**config.mk**
```make
export PLATFORM = sky130hd
export DESIGN_NAME = fir_mac_seq
export DESIGN_NICKNAME = d
export VERILOG_FILES = /design/src/rtl/fir_mac_seq.sv
export SDC_FILE = /design/constraint.sdc
export NUM_CORES = 2
export LEC_CHECK = 0
export BUFFER_PORTS_ARGS = -buffer_cell sky130_fd_sc_hd__buf_2
export CAP_MARGIN = 20
export CORE_MARGIN = 5
export CORE_UTILIZATION = 52
export DETAILED_ROUTE_END_ITERATION = 12
export GPL_TIMING_DRIVEN = 1
export PLACE_DENSITY_LB_ADDON = 0.05
export SYNTH_ARGS = -nofsm -noshare
export SYNTH_HDL_FRONTEND = slang
export SYNTH_SLANG_ARGS = --single-unit
```
**constraint.sdc**
```tcl
create_clock -name clk_i -period 24.2 [get_ports clk_i]
set_input_delay 2.42 -clock clk_i [delete_from_list [all_inputs] [get_ports clk_i]]
set_output_delay 2.42 -clock clk_i [all_outputs]
set_load 0.005 [all_outputs]
```
**src/rtl/fir_mac_seq.sv**
```systemverilog
// Time-multiplexed single-MAC FIR engine: one tap per clock against an external
// coefficient ROM with 1-cycle read latency, valid/ready on both sample streams.
module fir_mac_seq #(
    parameter int DATA_WIDTH = 16,
    parameter int COEF_WIDTH = 16,
    parameter int TAPS       = 16,
    parameter int ADDR_WIDTH = 4,
    localparam int ACC_WIDTH = DATA_WIDTH + COEF_WIDTH + $clog2(TAPS)
) (
    input  logic                         clk_i,
    input  logic                         rst_i,
    input  logic signed [DATA_WIDTH-1:0] s_data_i,
    input  logic                         s_valid_i,
    output logic                         s_ready_o,
    output logic        [ADDR_WIDTH-1:0] coef_addr_o,
    input  logic signed [COEF_WIDTH-1:0] coef_data_i,
    output logic signed [ACC_WIDTH-1:0]  m_data_o,
    output logic                         m_valid_o,
    input  logic                         m_ready_i
);

    localparam int PROD_WIDTH = DATA_WIDTH + COEF_WIDTH;

    localparam logic [1:0] IDLE  = 2'd0;
    localparam logic [1:0] RUN   = 2'd1;
    localparam logic [1:0] DRAIN = 2'd2;
    localparam logic [1:0] OUT   = 2'd3;

    localparam logic [ADDR_WIDTH-1:0] LAST_TAP = ADDR_WIDTH'(TAPS - 1);

    logic [1:0]                   state_q, state_d;
    logic [ADDR_WIDTH-1:0]        k_q, k_d;
    logic [ADDR_WIDTH-1:0]        wr_ptr_q, wr_ptr_d;
    logic [ADDR_WIDTH-1:0]        rd_ptr;
    logic signed [DATA_WIDTH-1:0] sample_q, sample_d;
    logic signed [DATA_WIDTH-1:0] history_q [TAPS];
    logic signed [DATA_WIDTH-1:0] history_d [TAPS];
    logic signed [ACC_WIDTH-1:0]  acc_q, acc_d;
    logic signed [ACC_WIDTH-1:0]  m_data_q, m_data_d;
    logic                         m_valid_q, m_valid_d;
    logic signed [PROD_WIDTH-1:0] prod;
    logic signed [ACC_WIDTH-1:0]  acc_sum;

    // sample_q lags the tap counter by one cycle, matching the ROM's registered output
    assign rd_ptr  = wr_ptr_q - k_q;
    assign prod    = PROD_WIDTH'(sample_q) * PROD_WIDTH'(coef_data_i);
    assign acc_sum = acc_q + ACC_WIDTH'(prod);

    always_comb begin
        state_d   = state_q;
        k_d       = k_q;
        wr_ptr_d  = wr_ptr_q;
        sample_d  = sample_q;
        acc_d     = acc_q;
        m_data_d  = m_data_q;
        m_valid_d = m_valid_q;
        history_d = history_q;

        case (state_q)
            IDLE: begin
                if (s_valid_i) begin
                    history_d[wr_ptr_q] = s_data_i;
                    acc_d               = '0;
                    k_d                 = '0;
                    state_d             = RUN;
                end
            end
            RUN: begin
                sample_d = history_q[rd_ptr];
                if (k_q != '0) begin
                    acc_d = acc_sum;
                end
                if (k_q == LAST_TAP) begin
                    state_d = DRAIN;
                end else begin
                    k_d = k_q + 1'b1;
                end
            end
            DRAIN: begin
                acc_d     = acc_sum;
                m_data_d  = acc_sum;
                m_valid_d = 1'b1;
                wr_ptr_d  = wr_ptr_q + 1'b1;
                state_d   = OUT;
            end
            OUT: begin
                if (m_ready_i) begin
                    m_valid_d = 1'b0;
                    state_d   = IDLE;
                end
            end
            default: state_d = IDLE;
        endcase
    end

    always_ff @(posedge clk_i or posedge rst_i) begin
        if (rst_i) begin
            state_q   <= IDLE;
            k_q       <= '0;
            wr_ptr_q  <= '0;
            sample_q  <= '0;
            acc_q     <= '0;
            m_data_q  <= '0;
            m_valid_q <= 1'b0;
            for (int i = 0; i < TAPS; i++) begin
                history_q[i] <= '0;
            end
        end else begin
            state_q   <= state_d;
            k_q       <= k_d;
            wr_ptr_q  <= wr_ptr_d;
            sample_q  <= sample_d;
            acc_q     <= acc_d;
            m_data_q  <= m_data_d;
            m_valid_q <= m_valid_d;
            history_q <= history_d;
        end
    end

    assign s_ready_o   = (state_q == IDLE);
    assign coef_addr_o = k_q;
    assign m_data_o    = m_data_q;
    assign m_valid_o   = m_valid_q;

    // A stalled output must not move until the downstream stage takes it
    assert property (@(posedge clk_i) disable iff (rst_i)
        (m_valid_q && !m_ready_i) |=> (m_valid_q && $stable(m_data_q)));

endmodule

```
# == Word-level counts from Yosys, hierarchy flattened ==
# Index checks and enable logic that the tools add are counted.
# classes
addsub,4
multipliers,1
order_cmp,3
n_eq_ne,9
n_mux,18
bitwise,2
n_reduce_logical,11
# ops
op,n
bitwise mux 256 bit,1
case mux 36 bit (3 select lines),1
2-to-1 mux 36 bit,2
binary-select mux 16 bit (select 4 bit),1
demux 16 bit (select 4 bit),1
2-to-1 mux 16 bit,3
adder 36 x 32 -> 36 bit,1
multiplier 16 x 16 -> 32 bit,1
greater-or-equal comparator 5 bit (second input constant),2
inequality test 2 bit (second input constant),5
inverter 4 -> 5 bit,2
AND reduction 3 bit,3
adder 4 x 1 -> 4 bit (second input constant),2
2-to-1 mux 4 bit,2
case mux 2 bit (4 select lines),1
case mux 4 bit (2 select lines),1
2-to-1 mux 2 bit,3
less-than comparator 5 x 1 -> 1 bit (second input constant),1
== test 2 bit (second input constant),2
== test 4 bit (second input constant),1
AND reduction 2 bit,2
nonzero test 2 bit,2
nonzero test 4 bit,1
subtractor 4 bit,1
6 further kinds,6
# word_totals
register_bits,355
input_bits,36
out_inout_bits,42

# == Logic depth before layout (Yosys ltp) ==
# depth
depth_word,6
depth_mapped,23

# == Worst setup path after synthesis ==
# OpenSTA, ideal clock, no wires.
# synth_path
path_kind,input to register
start,input port coef_data_i[1]
end,"register m_data_q[33], in the netlist m_data_o[33]"
setup_ns,0.125
arrival_ns,8.095
slack_ns,15.981
cell_stages,21
path_buffers,1
cell_sequence,clkbuf_1 nand2_1 fa_1 inv_1 fa_1 inv_1 fa_1 inv_1 fa_1 fa_1 inv_1 fa_1 inv_1 ha_1 nand4_1 or3_1 o22a_1 o21ai_0 a21oi_1 xnor2_1 mux2_2
# synth_via
elab_chain_cells,2
# synth_rtl
element,line,rtl
"start, declared",16,"input logic signed [COEF_WIDTH-1:0] coef_data_i,"
multiplier 16 x 16 -> 32 bit,46,assign prod = PROD_WIDTH'(sample_q) * PROD_WIDTH'(coef_data_i);
adder 36 x 32 -> 36 bit,47,assign acc_sum = acc_q + ACC_WIDTH'(prod);
"end signal, assigned",114,m_data_q <= m_data_d;
"end, declared",39,"logic signed [ACC_WIDTH-1:0] m_data_q, m_data_d;"
# Every way passes these cells.
# A chain may end at the register's enable or synchronous reset.

# == Final worst setup path ==
# layout_path
start,input port coef_data_i[2]
end,"register m_data_q[33], in the netlist m_data_o[33]"
# The elaborated chain is that of the path after synthesis.

==> metrics.cfg <==
[outcome]
outcome = complete, no violations

[synthesis]
synth_compound_gate_area_share_pct = 4.69
synthFlopType = dfrtp_1
syn_nets = 2788
yosys.area_share.simple_pct = 7.90
share_of_synthesized_area_spent_on_multiplexers_pct = 17.9
synth-adder-area-share_pct = 28.6
syn_area_um2 = 27300
synth_enable_flop_cells = 0
synthesis.instances = 2317
synth_seq_area_share_pct = 32.6
netlist-cell-type-count = 66
postSynth.asyncResetShare_pct = 100
synth_xor_xnor_area_share_pct = 1.45
post-synth-top-area-cell = dfrtp_1
synth_top_family_by_area = adder cells
yosys_reg_bits = 355
netlist_top_cells_area = dfrtp_1 (33%), fa_1 (23%), mux2_2 (12%)
yosysTopAreaCellShare_pct = 32.6
average_cell_area_after_synthesis_um2 = 11.8
yosys_warns = 0

[sta]
timing_max_transition_violations_final = 0
finalCritPeriodShare_pct = 34.3
max_slew_margin_pct = 25.9
finalCriticalPeriod_ns = 8.31
fmax_mhz = 120
setup_total_negative_slack_ns = 0
timing.clock.skew_ns = 0.0104
setup_viol_count_final = 0
timing.final.hold_violations = 0
tightest_slew_ns = 1.11
rsz0062_at_grt = false

[clock_tree]
postCtsSetupRepairBufs = 0
cts_made_buffers = 37
clk_root_buffer_cell = clkbuf_16
cts_resized = 0
tritoncts_sink_count = 355
cts_h_tree_lvls = 2
tritoncts = built
cts.path.max_buffers = 3
clock_latency_ns = 0.53
clk_transition_reported_paths_ns = 0.06
cts_hold_repair.buffers = 0

[route]
m1WireLength_mm = 28.5
antenna_left = 0
drt_first_iter_violations = 843
route.vias.total = 16800
met2WireLength_mm = 31.3
remaining_drc_errors = 0
via_per_inst = 5.48
met3WireLength_mm = 1.87
routedWlPerCell_um = 20.5
routed_wire_length_mm = 62.9
drt-pass1-iter-count = 5
top_layer_reached_by_signal_wires = met5

[placed_design]
dpl_cell_area_um2 = 28400
buffer_ports.inserted = 77
place.detailed.hpwl_mm = 46.1
finalWeightedCongestion = 0.934

[layout]
antenna_cells_inserted = 0
layout-drive-gt1-share_pct = 24.4
finish.instance_area_um2 = 29700
post_layout_nets = 2823
area_growth_pct = 8.96

[setup_path]
cp-end-kind = register
critPathMaxFanout = 16
reg_to_reg_setup_timing_slack_ns = 17.18
critical_path.cell_chain = buf_2 > and2_1 > inv_1 > fa_1 > inv_1 > fa_1 > inv_1 > fa_1 > inv_1 > fa_1 > fa_1 > inv_1 > fa_1 > inv_1 > ha_1 > a21oi_1 > o21ai_0 > a211oi_1 > o22a_1 > o21ai_0 > a21oi_1 > xnor2_1 > mux2_2
cp-start-kind = input pin
worst_ep_required_time_ns = 24.61
r2r-end = m_data_o[33]
ff2ff_path_depth = 22
crit-reg2reg-launch = sample_q[15]
critPathSlowestCell = fa_1
max_stage_delay_ns = 0.79
critical_path_class = in2reg
critical_path_data_arrival_time_ns = 8.71

[min_path]
worst_hold_path.endpoint = acc_q[1]
hold_path_class = reg2reg
hp-start = acc_q[1]
hold-path-cell-count = 2

[flow_run]
max_cap_violations = 0

[global_routing]
grt_antenna_before_repair = 3
grt_max_degree = 205
groute.usage.overall_pct = 22.9
grt_pass1_wl_mm = 104
grt_overflow = 0
first_global_vias = 18400

[floorplan]
die-area_um2 = 57100
number_of_placement_rows = 84
floorplan.initialDensity_pct = 52.2
placeableCoreArea_um2 = 52200
die_h_um = 239
boundaryPins = 78
die_width_um = 239

==> Yosys cell counts (all sizes together), types with 5 or more instances <==
library cell	number
mux4	64
o21ai	30
mux2	303
nand4	8
a21oi	42
nor3	8
and2	143
clkbuf	81
a21o	14
a31oi	19
inv	379
ha	120
nand2b	5
fa	315
xnor2	31
a211oi	19
nand3	15
a22o	23
nor2	46
buf	31
xor2	14
nor2b	5
nand2	196
dfrtp	355
==> state kept, by name, summed over array words and instances (netlist names) <==
signal,count
history_q,256
acc_q,36
m_data_o,36
sample_q,16
coef_addr_o,4
wr_ptr_q,4
state_q,2
m_valid_o,1
==> cells in the final DEF, fill, tap and decap left out, types with 19 or more instances in the layout <==
| cell | Yosys | final |
|---|---|---|
| mux2_2 | 301 | 301 |
| nor2_1 | 46 | 32 |
| buf_2 | 8 | 77 |
| a31oi_1 | 19 | 19 |
| a21oi_1 | 40 | 40 |
| ha_1 | 120 | 118 |
| clkbuf_16 | 0 | 39 |
| a22o_1 | 23 | 23 |
| buf_4 | 3 | 30 |
| inv_1 | 379 | 378 |
| o21ai_0 | 27 | 27 |
| a211oi_1 | 19 | 19 |
| nand2_1 | 196 | 196 |
| dfrtp_1 | 355 | 355 |
| and2_1 | 142 | 142 |
| mux4_2 | 64 | 64 |
| xnor2_1 | 31 | 29 |
| fa_1 | 315 | 314 |
==> worst max path at each step <==
stage | start | to | slack [ns] | depth (start not counted)
6_report | coef_data_i[2] | m_data_o[33] | 15.89 | 23
5_1_grt | coef_data_i[2] | m_data_o[33] | 15.48 | 23
4_1_cts | coef_data_i[2] | m_data_o[34] | 15.91 | 21
3_5_place_dp | coef_data_i[2] | m_data_o[34] | 15.38 | 21
3_3_place_gp | coef_data_i[2] | m_data_o[34] | 15.48 | 21
2_1_floorplan | rst_i | acc_q[0] | 11.93 | 1
==> final cells by class <==
type	instances	area (µm²)
clock buffers	52	1110
inverters	379	1430
flip-flops and latches	355	8880
fillers	4461	22500
clock inverters	12	175
multi-input cells	1471	16600
well taps	688	861
repair buffers	108	631
==> critical path: cells and delay by family <==
family	cells	cell delay [ns]
buf+inv	7	0.79
xor+xnor	1	0.09
mux	1	0.26
fa+ha+maj	7	3.67
simple gates	1	0.21
compound gates	6	1.26
==> per-layer routing <==
metal | track usage (%) | vias up
met5 | 0 | -
met4 | 4.95 | 2
met3 | 2.15 | 75
met2 | 39.0 | 293
met1 | 32.5 | 8854
li1 | - | 7584
==> stage by stage <==
stage               setup WS (ns)  std cells  utilization (%)  hold WS (ns)
CTS                         15.91       3065             56.9         0.478
detailed placement          15.38       3001             54.4         0.463
floorplan                   11.93       2317                -         0.445
global route                15.48       3065             56.9         0.500
global placement            15.48       3001             54.4         0.457
finish                      15.89       3065             56.9         0.470
==> logic make-up (layout without fill, tap and decap cells) <==
kind of cell	Yosys count	count (layout)
buf+inv	491	551
simple gates	440	440
fa+ha+maj	435	435
mux	370	370
flops	355	355
compound gates	181	181
xor+xnor	45	45
Power is not shown: default switching activity piles up to over one toggle a cycle in this logic, so the estimate is an artifact.
